`config.mk`:
```
export PLATFORM = sky130hd
export DESIGN_NAME = bp_be_long_iter_div_flat
export DESIGN_NICKNAME = d
export VERILOG_FILES = /design/src/rtl/bp_be_pkg.sv /design/src/rtl/bp_be_long_iter_div_if.sv /design/src/rtl/bp_be_long_iter_div_fifo.sv /design/src/rtl/bp_be_long_iter_div.sv /design/src/flat_wrapper.sv
export SDC_FILE = /design/constraint.sdc
export NUM_CORES = 1
export LEC_CHECK = 0
export CELL_PAD_IN_SITES_DETAIL_PLACEMENT = 0
export CELL_PAD_IN_SITES_GLOBAL_PLACEMENT = 1
export CORE_MARGIN = 5
export CORE_UTILIZATION = 44
export DETAILED_ROUTE_END_ITERATION = 6
export DONT_BUFFER_PORTS = 1
export GPL_ROUTABILITY_DRIVEN = 0
export PLACE_DENSITY = 0.83
export SYNTH_ARGS = -nofsm -noshare
export SYNTH_HDL_FRONTEND = slang
export SYNTH_SLANG_ARGS = --single-unit
```
`constraint.sdc`:
```
create_clock -name clk_i -period 3.4 [get_ports clk_i]
set_clock_uncertainty 0.2 [all_clocks]
set_input_delay 0.51 -clock clk_i [delete_from_list [all_inputs] [get_ports clk_i]]
set_output_delay 0.51 -clock clk_i [all_outputs]
set_load 0.01 [all_outputs]
```
`src/rtl/bp_be_pkg.sv`:
```
// Shared types for the long-latency iterative divider.
//   bp_be_long_op_e    : operation select (DIV, DIVU, REM, REMU)
//   bp_be_long_state_e : divider control states
package bp_be_pkg;

   typedef enum logic [1:0] {
      e_div  = 2'd0,
      e_divu = 2'd1,
      e_rem  = 2'd2,
      e_remu = 2'd3
   } bp_be_long_op_e;

   typedef enum logic [1:0] {
      e_idle = 2'd0,
      e_calc = 2'd1,
      e_done = 2'd2
   } bp_be_long_state_e;

endpackage

```
`src/rtl/bp_be_long_iter_div_if.sv`:
```
// Request / response bundle of the iterative divider.
//   request : v_i, ready_o, op_i, word_i, a_i, b_i, tag_i, flush_i
//   response: v_o, data_o, tag_o, divz_o, yumi_i
// master = requester/consumer side, slave = divider side.
interface bp_be_long_iter_div_if
   import bp_be_pkg::*;
 #(parameter int width_p     = 64,
   parameter int tag_width_p = 5);

   logic                   v_i;
   logic                   ready_o;
   bp_be_long_op_e         op_i;
   logic                   word_i;
   logic [width_p-1:0]     a_i;
   logic [width_p-1:0]     b_i;
   logic [tag_width_p-1:0] tag_i;
   logic                   flush_i;

   logic                   v_o;
   logic [width_p-1:0]     data_o;
   logic [tag_width_p-1:0] tag_o;
   logic                   divz_o;
   logic                   yumi_i;

   modport master (
      output v_i, op_i, word_i, a_i, b_i, tag_i, flush_i, yumi_i,
      input  ready_o, v_o, data_o, tag_o, divz_o
   );

   modport slave (
      input  v_i, op_i, word_i, a_i, b_i, tag_i, flush_i, yumi_i,
      output ready_o, v_o, data_o, tag_o, divz_o
   );

endinterface

```
`src/rtl/bp_be_long_iter_div_fifo.sv`:
```
// Result buffer: circular FIFO of els_p entries.
//   v_i/data_i   : push (caller guarantees not full)
//   yumi_i       : pop head (ignored when empty)
//   v_o/data_o   : head entry; data_o reads zero when empty
//   full_o       : occupancy == els_p
// A push and a pop in the same cycle both take effect.
module bp_be_long_iter_div_fifo
 #(parameter int els_p        = 2,
   parameter int data_width_p = 8)
  (input  logic                    clk_i,
   input  logic                    reset_n_i,
   input  logic                    v_i,
   input  logic [data_width_p-1:0] data_i,
   input  logic                    yumi_i,
   output logic                    v_o,
   output logic [data_width_p-1:0] data_o,
   output logic                    full_o);

   localparam int pw_lp = (els_p > 1) ? $clog2(els_p) : 1;
   localparam int cw_lp = $clog2(els_p + 1);

   logic [els_p-1:0][data_width_p-1:0] mem_r;
   logic [pw_lp-1:0]                   rd_r, wr_r;
   logic [cw_lp-1:0]                   cnt_r;
   logic                               pop;

   function automatic logic [pw_lp-1:0] ptr_inc(input logic [pw_lp-1:0] p);
      return (p == pw_lp'(els_p - 1)) ? '0 : p + pw_lp'(1);
   endfunction

   assign v_o    = (cnt_r != '0);
   assign full_o = (cnt_r == cw_lp'(els_p));
   assign pop    = yumi_i & v_o;
   assign data_o = v_o ? mem_r[rd_r] : '0;

   always_ff @(posedge clk_i or negedge reset_n_i) begin
      if (!reset_n_i) begin
         mem_r <= '0;
         rd_r  <= '0;
         wr_r  <= '0;
         cnt_r <= '0;
      end else begin
         if (v_i) begin
            mem_r[wr_r] <= data_i;
            wr_r        <= ptr_inc(wr_r);
         end
         if (pop) rd_r <= ptr_inc(rd_r);
         cnt_r <= cnt_r + cw_lp'(v_i) - cw_lp'(pop);
      end
   end

endmodule

```
`src/rtl/bp_be_long_iter_div.sv`:
```
// Iterative restoring divider (DIV/DIVU/REM/REMU, optional 32-bit word mode)
// with an els_p-deep result FIFO.
//   clk_i, reset_n_i : clock, async active-low reset
//   io (slave)       : request handshake v_i/ready_o, op_i, word_i, a_i, b_i,
//                      tag_i, flush_i; response v_o/yumi_i, data_o, tag_o, divz_o
// Latency accept -> v_o is N+2 cycles (N = width_p, or width_p/2 in word mode).
// Build option BP_BE_LONG_DIV_EARLY_OUT_EN: a zero divisor bypasses CALC and
// the result appears 2 cycles after accept.
module bp_be_long_iter_div
   import bp_be_pkg::*;
 #(parameter int width_p     = 64,
   parameter int els_p       = 2,
   parameter int tag_width_p = 5)
  (input logic                   clk_i,
   input logic                   reset_n_i,
   bp_be_long_iter_div_if.slave  io);

   localparam int hw_lp = width_p / 2;
   localparam int cw_lp = $clog2(width_p);
   localparam int fw_lp = width_p + tag_width_p + 1;

   bp_be_long_state_e      state_r;
   logic [cw_lp-1:0]       cnt_r;
   logic [width_p-1:0]     rem_r, quo_r, dvs_r;
   logic                   is_rem_r, word_r, q_neg_r, r_neg_r, divz_r;
   logic [tag_width_p-1:0] tag_r;

   logic                   signed_op, sa, sb, b_zero, accept, push, fifo_full, qbit;
   logic [width_p-1:0]     a_ext, b_ext, a_mag, b_mag, a_load;
   logic [width_p-1:0]     q_fix, r_fix, res, res_ext;
   logic [width_p:0]       sh, diff;
   logic [fw_lp-1:0]       fifo_data;

   // Operand conditioning: narrow to the low half in word mode, then magnitude.
   assign signed_op = ~io.op_i[0];

   always_comb begin
      a_ext = io.a_i;
      b_ext = io.b_i;
      if (io.word_i) begin
         a_ext = {{hw_lp{signed_op & io.a_i[hw_lp-1]}}, io.a_i[hw_lp-1:0]};
         b_ext = {{hw_lp{signed_op & io.b_i[hw_lp-1]}}, io.b_i[hw_lp-1:0]};
      end
   end

   assign sa     = signed_op & a_ext[width_p-1];
   assign sb     = signed_op & b_ext[width_p-1];
   assign a_mag  = sa ? -a_ext : a_ext;
   assign b_mag  = sb ? -b_ext : b_ext;
   assign b_zero = (b_ext == '0);
   // Word-mode dividend sits in the upper half so every step shifts from the MSB.
   assign a_load = io.word_i ? {a_mag[hw_lp-1:0], {hw_lp{1'b0}}} : a_mag;

   assign io.ready_o = (state_r == e_idle) & ~fifo_full & ~io.flush_i;
   assign accept     = io.v_i & io.ready_o;

   // One restoring step; remainder stays below the divisor so width_p bits suffice.
   assign sh   = {rem_r, quo_r[width_p-1]};
   assign diff = sh - {1'b0, dvs_r};
   assign qbit = ~diff[width_p];

   // Zero divisor leaves rem = |a|, so only the quotient needs overriding.
   assign q_fix   = divz_r ? '1 : (q_neg_r ? -quo_r : quo_r);
   assign r_fix   = r_neg_r ? -rem_r : rem_r;
   assign res     = is_rem_r ? r_fix : q_fix;
   assign res_ext = word_r ? {{hw_lp{res[hw_lp-1]}}, res[hw_lp-1:0]} : res;
   assign push    = (state_r == e_done) & ~io.flush_i;

   always_ff @(posedge clk_i or negedge reset_n_i) begin
      if (!reset_n_i) begin
         state_r  <= e_idle;
         cnt_r    <= '0;
         rem_r    <= '0;
         quo_r    <= '0;
         dvs_r    <= '0;
         is_rem_r <= 1'b0;
         word_r   <= 1'b0;
         q_neg_r  <= 1'b0;
         r_neg_r  <= 1'b0;
         divz_r   <= 1'b0;
         tag_r    <= '0;
      end else begin
         case (state_r)
            e_idle: if (accept) begin
               is_rem_r <= io.op_i[1];
               word_r   <= io.word_i;
               tag_r    <= io.tag_i;
               q_neg_r  <= sa ^ sb;
               r_neg_r  <= sa;
               divz_r   <= b_zero;
               dvs_r    <= b_mag;
               quo_r    <= a_load;
               rem_r    <= '0;
               cnt_r    <= io.word_i ? cw_lp'(hw_lp - 1) : cw_lp'(width_p - 1);
               state_r  <= e_calc;
`ifdef BP_BE_LONG_DIV_EARLY_OUT_EN
               if (b_zero) begin
                  rem_r   <= a_mag;
                  state_r <= e_done;
               end
`endif
            end
            e_calc: begin
               if (io.flush_i) begin
                  state_r <= e_idle;
               end else begin
                  rem_r <= qbit ? diff[width_p-1:0] : sh[width_p-1:0];
                  quo_r <= {quo_r[width_p-2:0], qbit};
                  if (cnt_r == '0) state_r <= e_done;
                  else             cnt_r   <= cnt_r - cw_lp'(1);
               end
            end
            e_done:  state_r <= e_idle;
            default: state_r <= e_idle;
         endcase
      end
   end

   bp_be_long_iter_div_fifo #(
      .els_p        (els_p),
      .data_width_p (fw_lp)
   ) fifo (
      .clk_i     (clk_i),
      .reset_n_i (reset_n_i),
      .v_i       (push),
      .data_i    ({divz_r, tag_r, res_ext}),
      .yumi_i    (io.yumi_i),
      .v_o       (io.v_o),
      .data_o    (fifo_data),
      .full_o    (fifo_full)
   );

   assign {io.divz_o, io.tag_o, io.data_o} = fifo_data;

endmodule

```
`src/flat_wrapper.sv`:
```
// flat-port wrapper written by rule: the top's interface ports become plain ports
module bp_be_long_iter_div_flat import bp_be_pkg::*;
#(parameter int width_p     = 64,
   parameter int els_p       = 2,
   parameter int tag_width_p = 5)
  (clk_i, reset_n_i, io_v_i, io_op_i, io_word_i, io_a_i, io_b_i, io_tag_i, io_flush_i, io_yumi_i, io_ready_o, io_v_o, io_data_o, io_tag_o, io_divz_o);
  bp_be_long_iter_div_if #(.width_p(width_p), .tag_width_p(tag_width_p)) io_i ();
  input logic clk_i;
  input logic reset_n_i;
  input wire logic [$bits(io_i.v_i)-1:0] io_v_i;
  input wire logic [$bits(io_i.op_i)-1:0] io_op_i;
  input wire logic [$bits(io_i.word_i)-1:0] io_word_i;
  input wire logic [$bits(io_i.a_i)-1:0] io_a_i;
  input wire logic [$bits(io_i.b_i)-1:0] io_b_i;
  input wire logic [$bits(io_i.tag_i)-1:0] io_tag_i;
  input wire logic [$bits(io_i.flush_i)-1:0] io_flush_i;
  input wire logic [$bits(io_i.yumi_i)-1:0] io_yumi_i;
  output wire logic [$bits(io_i.ready_o)-1:0] io_ready_o;
  output wire logic [$bits(io_i.v_o)-1:0] io_v_o;
  output wire logic [$bits(io_i.data_o)-1:0] io_data_o;
  output wire logic [$bits(io_i.tag_o)-1:0] io_tag_o;
  output wire logic [$bits(io_i.divz_o)-1:0] io_divz_o;
  assign io_i.v_i = io_v_i;
  assign io_i.op_i = io_op_i;
  assign io_i.word_i = io_word_i;
  assign io_i.a_i = io_a_i;
  assign io_i.b_i = io_b_i;
  assign io_i.tag_i = io_tag_i;
  assign io_i.flush_i = io_flush_i;
  assign io_i.yumi_i = io_yumi_i;
  assign io_ready_o = io_i.ready_o;
  assign io_v_o = io_i.v_o;
  assign io_data_o = io_i.data_o;
  assign io_tag_o = io_i.tag_o;
  assign io_divz_o = io_i.divz_o;
  bp_be_long_iter_div #(.width_p(width_p), .els_p(els_p), .tag_width_p(tag_width_p)) u_core (.clk_i(clk_i), .reset_n_i(reset_n_i), .io(io_i));
endmodule
```
# == Yosys cells after proc, flatten, opt, wreduce, memory -nomap -nowiden ==
# Index checks and enable logic that the tools add are counted.
# classes
addsub,10
muxes,34
n_reduce_logical,10
n_eq_ne,7
order_cmp,3
n_bitwise,14
# ops
op,n
$mux W64,15
$mux W70,4
$neg A64 Y64,4
$pmux W64 S2,2
$bwmux W140,1
$demux W70 S1,1
$sub A65 B64 Y65,1
$logic_not A64 Y1,1
$mux W6,4
$pmux W6 S2,1
$and A1 B1 Y1,9
$logic_not A6 Y1,1
$mux W2,3
$sub A6 B1 Y6 const B,1
$eq A2 B2 Y1 const B,2
$lt A1 B2 Y1 const B,2
$ne A2 B2 Y1 const B,2
$not A1 Y1,4
$pmux W2 S2,1
$reduce_and A2 Y1,2
$reduce_and A4 Y1,1
$reduce_bool A2 Y1,2
$ne A3 B2 Y1 const B,1
$reduce_and A3 Y1,1
other kinds (10),12
# totals
out_inout_bits,72
in_bits,141
regBits,354
wordCells,94

# == Depth between registers and ports, before layout ==
# logic_depth
ltp_word,8
ltp_mapped,15
mapped_depth_nobuf,13

# == By module ==
# Synthesis repeated with hierarchy kept, for this count alone.
# unflattened
cells_unflattened,3066
hier_area_um2,26357.8
# modules_own_cells
mod,seq_area_each_um2,n_inst,area_per_inst_um2,cells_each
bp_be_long_iter_div,5255.0,1,19771.5,2597
bp_be_long_iter_div_fifo,3603.5,1,6586.3,469

# == Least setup slack after synthesis ==
# OpenSTA, ideal clock, no wires.
# synth_timing
kind,register to register
startpoint,register u_core.quo_r[63]
endpoint,register u_core.rem_r[41]
setup_time_ps,133
path_slack_ps,-311
required_time_ps,3067
path_stages_with_launch,16
path_buffers,2
period_less_slack_ps,3711
arrival_ps,3378
path_cell_list,dfrtp_1 > inv_1 > ha_1 > fa_1 > nand2b_1 > a211oi_1 > o21ai_0 > a21oi_1 > a21oi_1 > or3_1 > a31o_2 > nand3_2 > buf_4 > buf_2 > mux2i_1 > o21ai_0
# synth_between
elab_chain_cells,4
# synth_lines
element,line_no,text
"start, declared",bp_be_long_iter_div.sv:24,"logic [width_p-1:0] rem_r, quo_r, dvs_r;"
"start signal, assigned",bp_be_long_iter_div.sv:92,quo_r <= a_load;
"start signal, assigned",bp_be_long_iter_div.sv:108,"quo_r <= {quo_r[width_p-2:0], qbit};"
$sub A65 B64 Y65,bp_be_long_iter_div.sv:59,"assign diff = sh - {1'b0, dvs_r};"
$mux W64,bp_be_long_iter_div.sv:107,rem_r <= qbit ? diff[width_p-1:0] : sh[width_p-1:0];
$mux W64,bp_be_long_iter_div.sv:104,if (io.flush_i) begin
$pmux W64 S2,bp_be_long_iter_div.sv:83,case (state_r)
"end signal, assigned",bp_be_long_iter_div.sv:107,
"end, declared",bp_be_long_iter_div.sv:24,
# No other way between the ends. The select of a mux whose other input is x is not followed.
# A chain may end at the register's enable or synchronous reset.

# == Worst setup path in the final report ==
# layout_timing
startpoint,register u_core.quo_r[19]
endpoint,register u_core.fifo.mem_r[40] (netlist name)
# layout_between
elab_chain_cells,6
# layout_lines
element,line_no,text
$neg A64 Y64,bp_be_long_iter_div.sv:63,assign q_fix = divz_r ? '1 : (q_neg_r ? -quo_r : quo_r);
$mux W64 (2 in series),bp_be_long_iter_div.sv:63,
$mux W64,bp_be_long_iter_div.sv:65,assign res = is_rem_r ? r_fix : q_fix;
$mux W64,bp_be_long_iter_div.sv:66,"assign res_ext = word_r ? {{hw_lp{res[hw_lp-1]}}, res[hw_lp-1:0]} : res;"
$bwmux W140,bp_be_long_iter_div_fifo.sv:44,mem_r[wr_r] <= data_i;
"end signal, assigned by index",bp_be_long_iter_div_fifo.sv:44,
"end, declared",bp_be_long_iter_div_fifo.sv:22,logic [els_p-1:0][data_width_p-1:0] mem_r;
# No other way between the ends.

==> results by group <==
GRT
  – Vias in the first global route: 25,597
  – Initial antenna violation count: 1
  – Pin count of the biggest net entering global routing: 355
  – GRT Util Overall: 0.289
  – First-pass GRT wire length: 149,000 um
  – Total grt overflow: 0

STA
  – Final Worst Setup Slack: -0.192 ns
  – RSZ-0062 raised after global routing: true
  – Setup violations, final: 115
  – Fmax: 278 MHz
  – Worst-Margin Slew: 1.33 ns
  – Pins over their slew limit: 0
  – Slew HR: 0.112
  – Hold slack final: -0.554 ns
  – Final hold vios: 354
  – Final period util: 1.06
  – Crit path time final: 3.59 ns
  – Final TNS setup: -9.84 ns

Floorplanning
  – Die area: 0.0642 mm^2
  – Die Ht: 253 um
  – I/O Pins: 213
  – Initial core utilization: 0.443
  – Die Wd: 253 um
  – FP Rows: 89
  – Core Region: 0.0589 mm^2

Power
  – Leakage: 0.0154 uW
  – Reg power frac: 0.177
  – Pwr Total: 38,200 uW
  – Psw: 18,300 uW
  – PD cells: 1140 mW/mm^2
  – Switch share: 0.481
  – Peak VDD IR: 731 uV
  – Comb pwr share: 0.702
  – Internal power: 19,800 uW
  – Clock share of power: 0.122

Placed design
  – Placed Instance Area: 0.0294 mm^2
  – Number of I/O port buffers: 0
  – Placed wire-length estimate: 72,100 um

Min path
  – Hold crit path type: input port to async pin

Synth
  – Syn Nets: 3,528
  – Mean Syn Cell Area: 7.87 um^2
  – FF+latch count, synth: 354
  – Post-synth EDFFs: 0
  – Register area share after synthesis: 0.340
  – Cells after Synth: 3,314
  – Synth cell types: 80
  – Yosys warnings: 0
  – Async S/R FF share, synth: 1.00
  – Prevailing post-synth register cell: dfrtp_1
  – Mapped cell area: 0.0261 mm^2

Drt
  – Via/cell ratio: 6.06
  – Drt pass-1 iters: 7
  – # DRC: 0
  – Total Routed Length: 97,400 um
  – Via count: 26,859
  – DR iter-0 viols: 2,869
  – Wire length per cell: 22.0 um
  – DRT antenna net count: 0

Job
  – Max Cap Violations: 0

Clock network
  – # clock sinks: 354
  – H-tree depth: 2
  – CTS tree: done
  – Worst-path clk slew: 0.06 ns
  – Max clock buf depth: 3
  – Clk_lat worst skew: 0.59 ns
  – Inserted Clock Buffers: 41
  – # hold bufs at CTS: 45
  – Root Buffer: clkbuf_16

Setup path
  – Crit path max fanout: 3
  – Slowest stage cell, crit path: or4_4
  – Critical path cell sequence: or4_4, or4_4, or3_4, nor2_4, nand2_2, o41ai_2, xor2_1, a221oi_2, nor2_4, o21ai_0
  – CP max stage delay: 0.55 ns
  – WS Path Type: register to register
  – CP endpoint kind: register
  – Setup crit start kind: register
  – Arr. time, crit path: 3.87 ns
  – Worst Path Required: 3.68 ns

Finish
  – Finished Cell Area: 0.0335 mm^2
  – Fillers: 5,159
  – Layout cell share with drive strength beyond 1: 0.219
  – Area Overhead vs Synth: 28.4%
  – Fin nets: 3,841

Outcome
  – Violated checks: hold timing, setup timing
  – Status: complete, but fails checks
==> power by group through the flow <==
stage	combinational, uW	clock (uW)	sequential (uW)
detailed placement	21600	0	6620
floorplan	13000	0	6290
global placement	21100	0	6560
CTS	24100	4700	6580
finish	26800	4640	6740
global route	28400	4870	6820
==> final timing paths <==
check	startpoint	to	slack (ns)	depth (start not counted)
min in group clk_i	io_word_i	u_core.quo_r[49]	0.01	2
setup / recovery	u_core.quo_r[19]	u_core.fifo.mem_r[40]	-0.19	10
hold / removal	reset_n_i	u_core.dvs_r[29]	-0.55	0
setup reg to reg	u_core.quo_r[19]	u_core.fifo.mem_r[40]	-0.19	10
max in group asynchronous	reset_n_i	u_core.is_rem_r	2.39	0
hold reg to reg	u_core.fifo.mem_r[3]	u_core.fifo.mem_r[3]	0.27	2
==> worst max-delay path, delay by kind of cell (launching register included) <==
| kind | cells | cell delay, ns |
|---|---|---|
| simple gates | 6 | 1.68 |
| compound gates | 3 | 1.01 |
| flops | 1 | 0.39 |
| xor+xnor | 1 | 0.19 |
==> registers in the layout (all words and copies together) (netlist names) <==
| register | cells |
|---|---|
| u_core.fifo.mem_r | 140 |
| u_core.dvs_r | 64 |
| u_core.quo_r | 64 |
| u_core.rem_r | 64 |
| u_core.cnt_r | 6 |
| u_core.tag_r | 5 |
| u_core.fifo.cnt_r | 2 |
| u_core.state_r | 2 |
| u_core.divz_r | 1 |
| u_core.fifo.rd_r | 1 |
| u_core.fifo.wr_r | 1 |
| u_core.is_rem_r | 1 |
| u_core.q_neg_r | 1 |
| u_core.r_neg_r | 1 |
| u_core.word_r | 1 |
==> placed cells by master (no fill, tap or decap), types with 18 or more instances in the layout <==
master / count
a21o_1: 39
a21oi_1: 181
a21oi_2: 29
a22oi_1: 76
a31oi_1: 27
buf_4: 402
buf_6: 21
clkbuf_16: 42
dfrtp_1: 350
dlygate4sd3_1: 45
ha_1: 62
inv_1: 103
mux2i_1: 123
nand2_1: 580
nand3_1: 37
nand4_1: 28
nor2_1: 234
nor3_1: 54
nor4_1: 28
o21a_1: 18
o21ai_0: 251
o21ai_1: 97
o31ai_1: 38
or3_1: 25
or4_1: 27
xnor2_1: 108
xor2_1: 160
==> kinds of logic (layout without fill, tap and decap cells) <==
family,count (synthesis),count (layout),share of synthesized area
buffers and inverters,327,670,0.0484
muxes,131,131,0.0504
AOI/OAI and AO/OA,959,959,0.225
DFF,354,354,0.340
and+or+nand+nor,1179,1179,0.203
xor gates and xnor gates,291,291,0.0978
other,0,1,0
adders and majority gates,73,73,0.0353
==> routing by layer <==
| metal | track usage | share of wire | vias up |
|---|---|---|---|
| met3 | 0.0621 | 0.095 | 241 |
| met1 | 0.415 | 0.43 | 12970 |
| li1 | - | - | 12320 |
| met5 | 0 | 0 | - |
| met2 | 0.423 | 0.43 | 1328 |
| met4 | 0.119 | 0.049 | 0 |
==> through the flow <==
step | util | setup slack [ns] | cells
after floorplan | - | -0.114 | 3314
after global placement | 0.499 | -0.352 | 4268
after detailed placement | 0.499 | -0.419 | 4268
after CTS | 0.551 | -0.164 | 4417
after global routing | 0.568 | -0.300 | 4430
final | 0.568 | -0.192 | 4431
==> synthesized netlist by cell type (all sizes together), types with 14 or more instances <==
| library cell | n | area share |
|---|---|---|
| nor2 | 259 | 0.037 |
| a22oi | 79 | 0.023 |
| nand3 | 42 | 0.0084 |
| nor4 | 32 | 0.0083 |
| clkbuf | 195 | 0.028 |
| nand2 | 590 | 0.085 |
| dfrtp | 354 | 0.34 |
| o211ai | 15 | 0.0043 |
| o31ai | 61 | 0.019 |
| o21ai | 370 | 0.071 |
| nand4 | 28 | 0.0067 |
| ha | 72 | 0.035 |
| buf | 24 | 0.0046 |
| o21a | 18 | 0.0052 |
| xor2 | 177 | 0.059 |
| a221oi | 21 | 0.0071 |
| nor3 | 65 | 0.013 |
| o22ai | 14 | 0.0034 |
| a21o | 39 | 0.011 |
| a21oi | 216 | 0.042 |
| nand2b | 19 | 0.0046 |
| xnor2 | 114 | 0.038 |
| or2 | 14 | 0.0034 |
| o41ai | 20 | 0.0067 |
| or3 | 36 | 0.0086 |
| a31oi | 34 | 0.0082 |
| or4 | 41 | 0.013 |
| inv | 108 | 0.016 |
| mux2i | 128 | 0.049 |
==> cell type report <==
type                       count  area, um^2  share of cell area
clock buffer                  56        1170              0.0350
sequential                   354        8870               0.265
timing repair buffer         489        4110               0.123
tap                          773         967              0.0289
antenna                        1        2.50           0.0000748
multi-input combinational   2633       17700               0.529
clock inverter                17         253             0.00755
inverter                     108         405              0.0121
==> what timing repair did <==
| item | 4_1_cts | 5_1_grt |
|---|---|---|
| pin swaps | 74 | 84 |
| hold endpoints to repair | 414 | 354 |
| setup endpoints to repair | 131 | 146 |
| setup buffers | 30 | 20 |
| gates resized for setup | 257 | 196 |
| cloned | 2 | 1 |
Power figures use the tool's default switching activity.
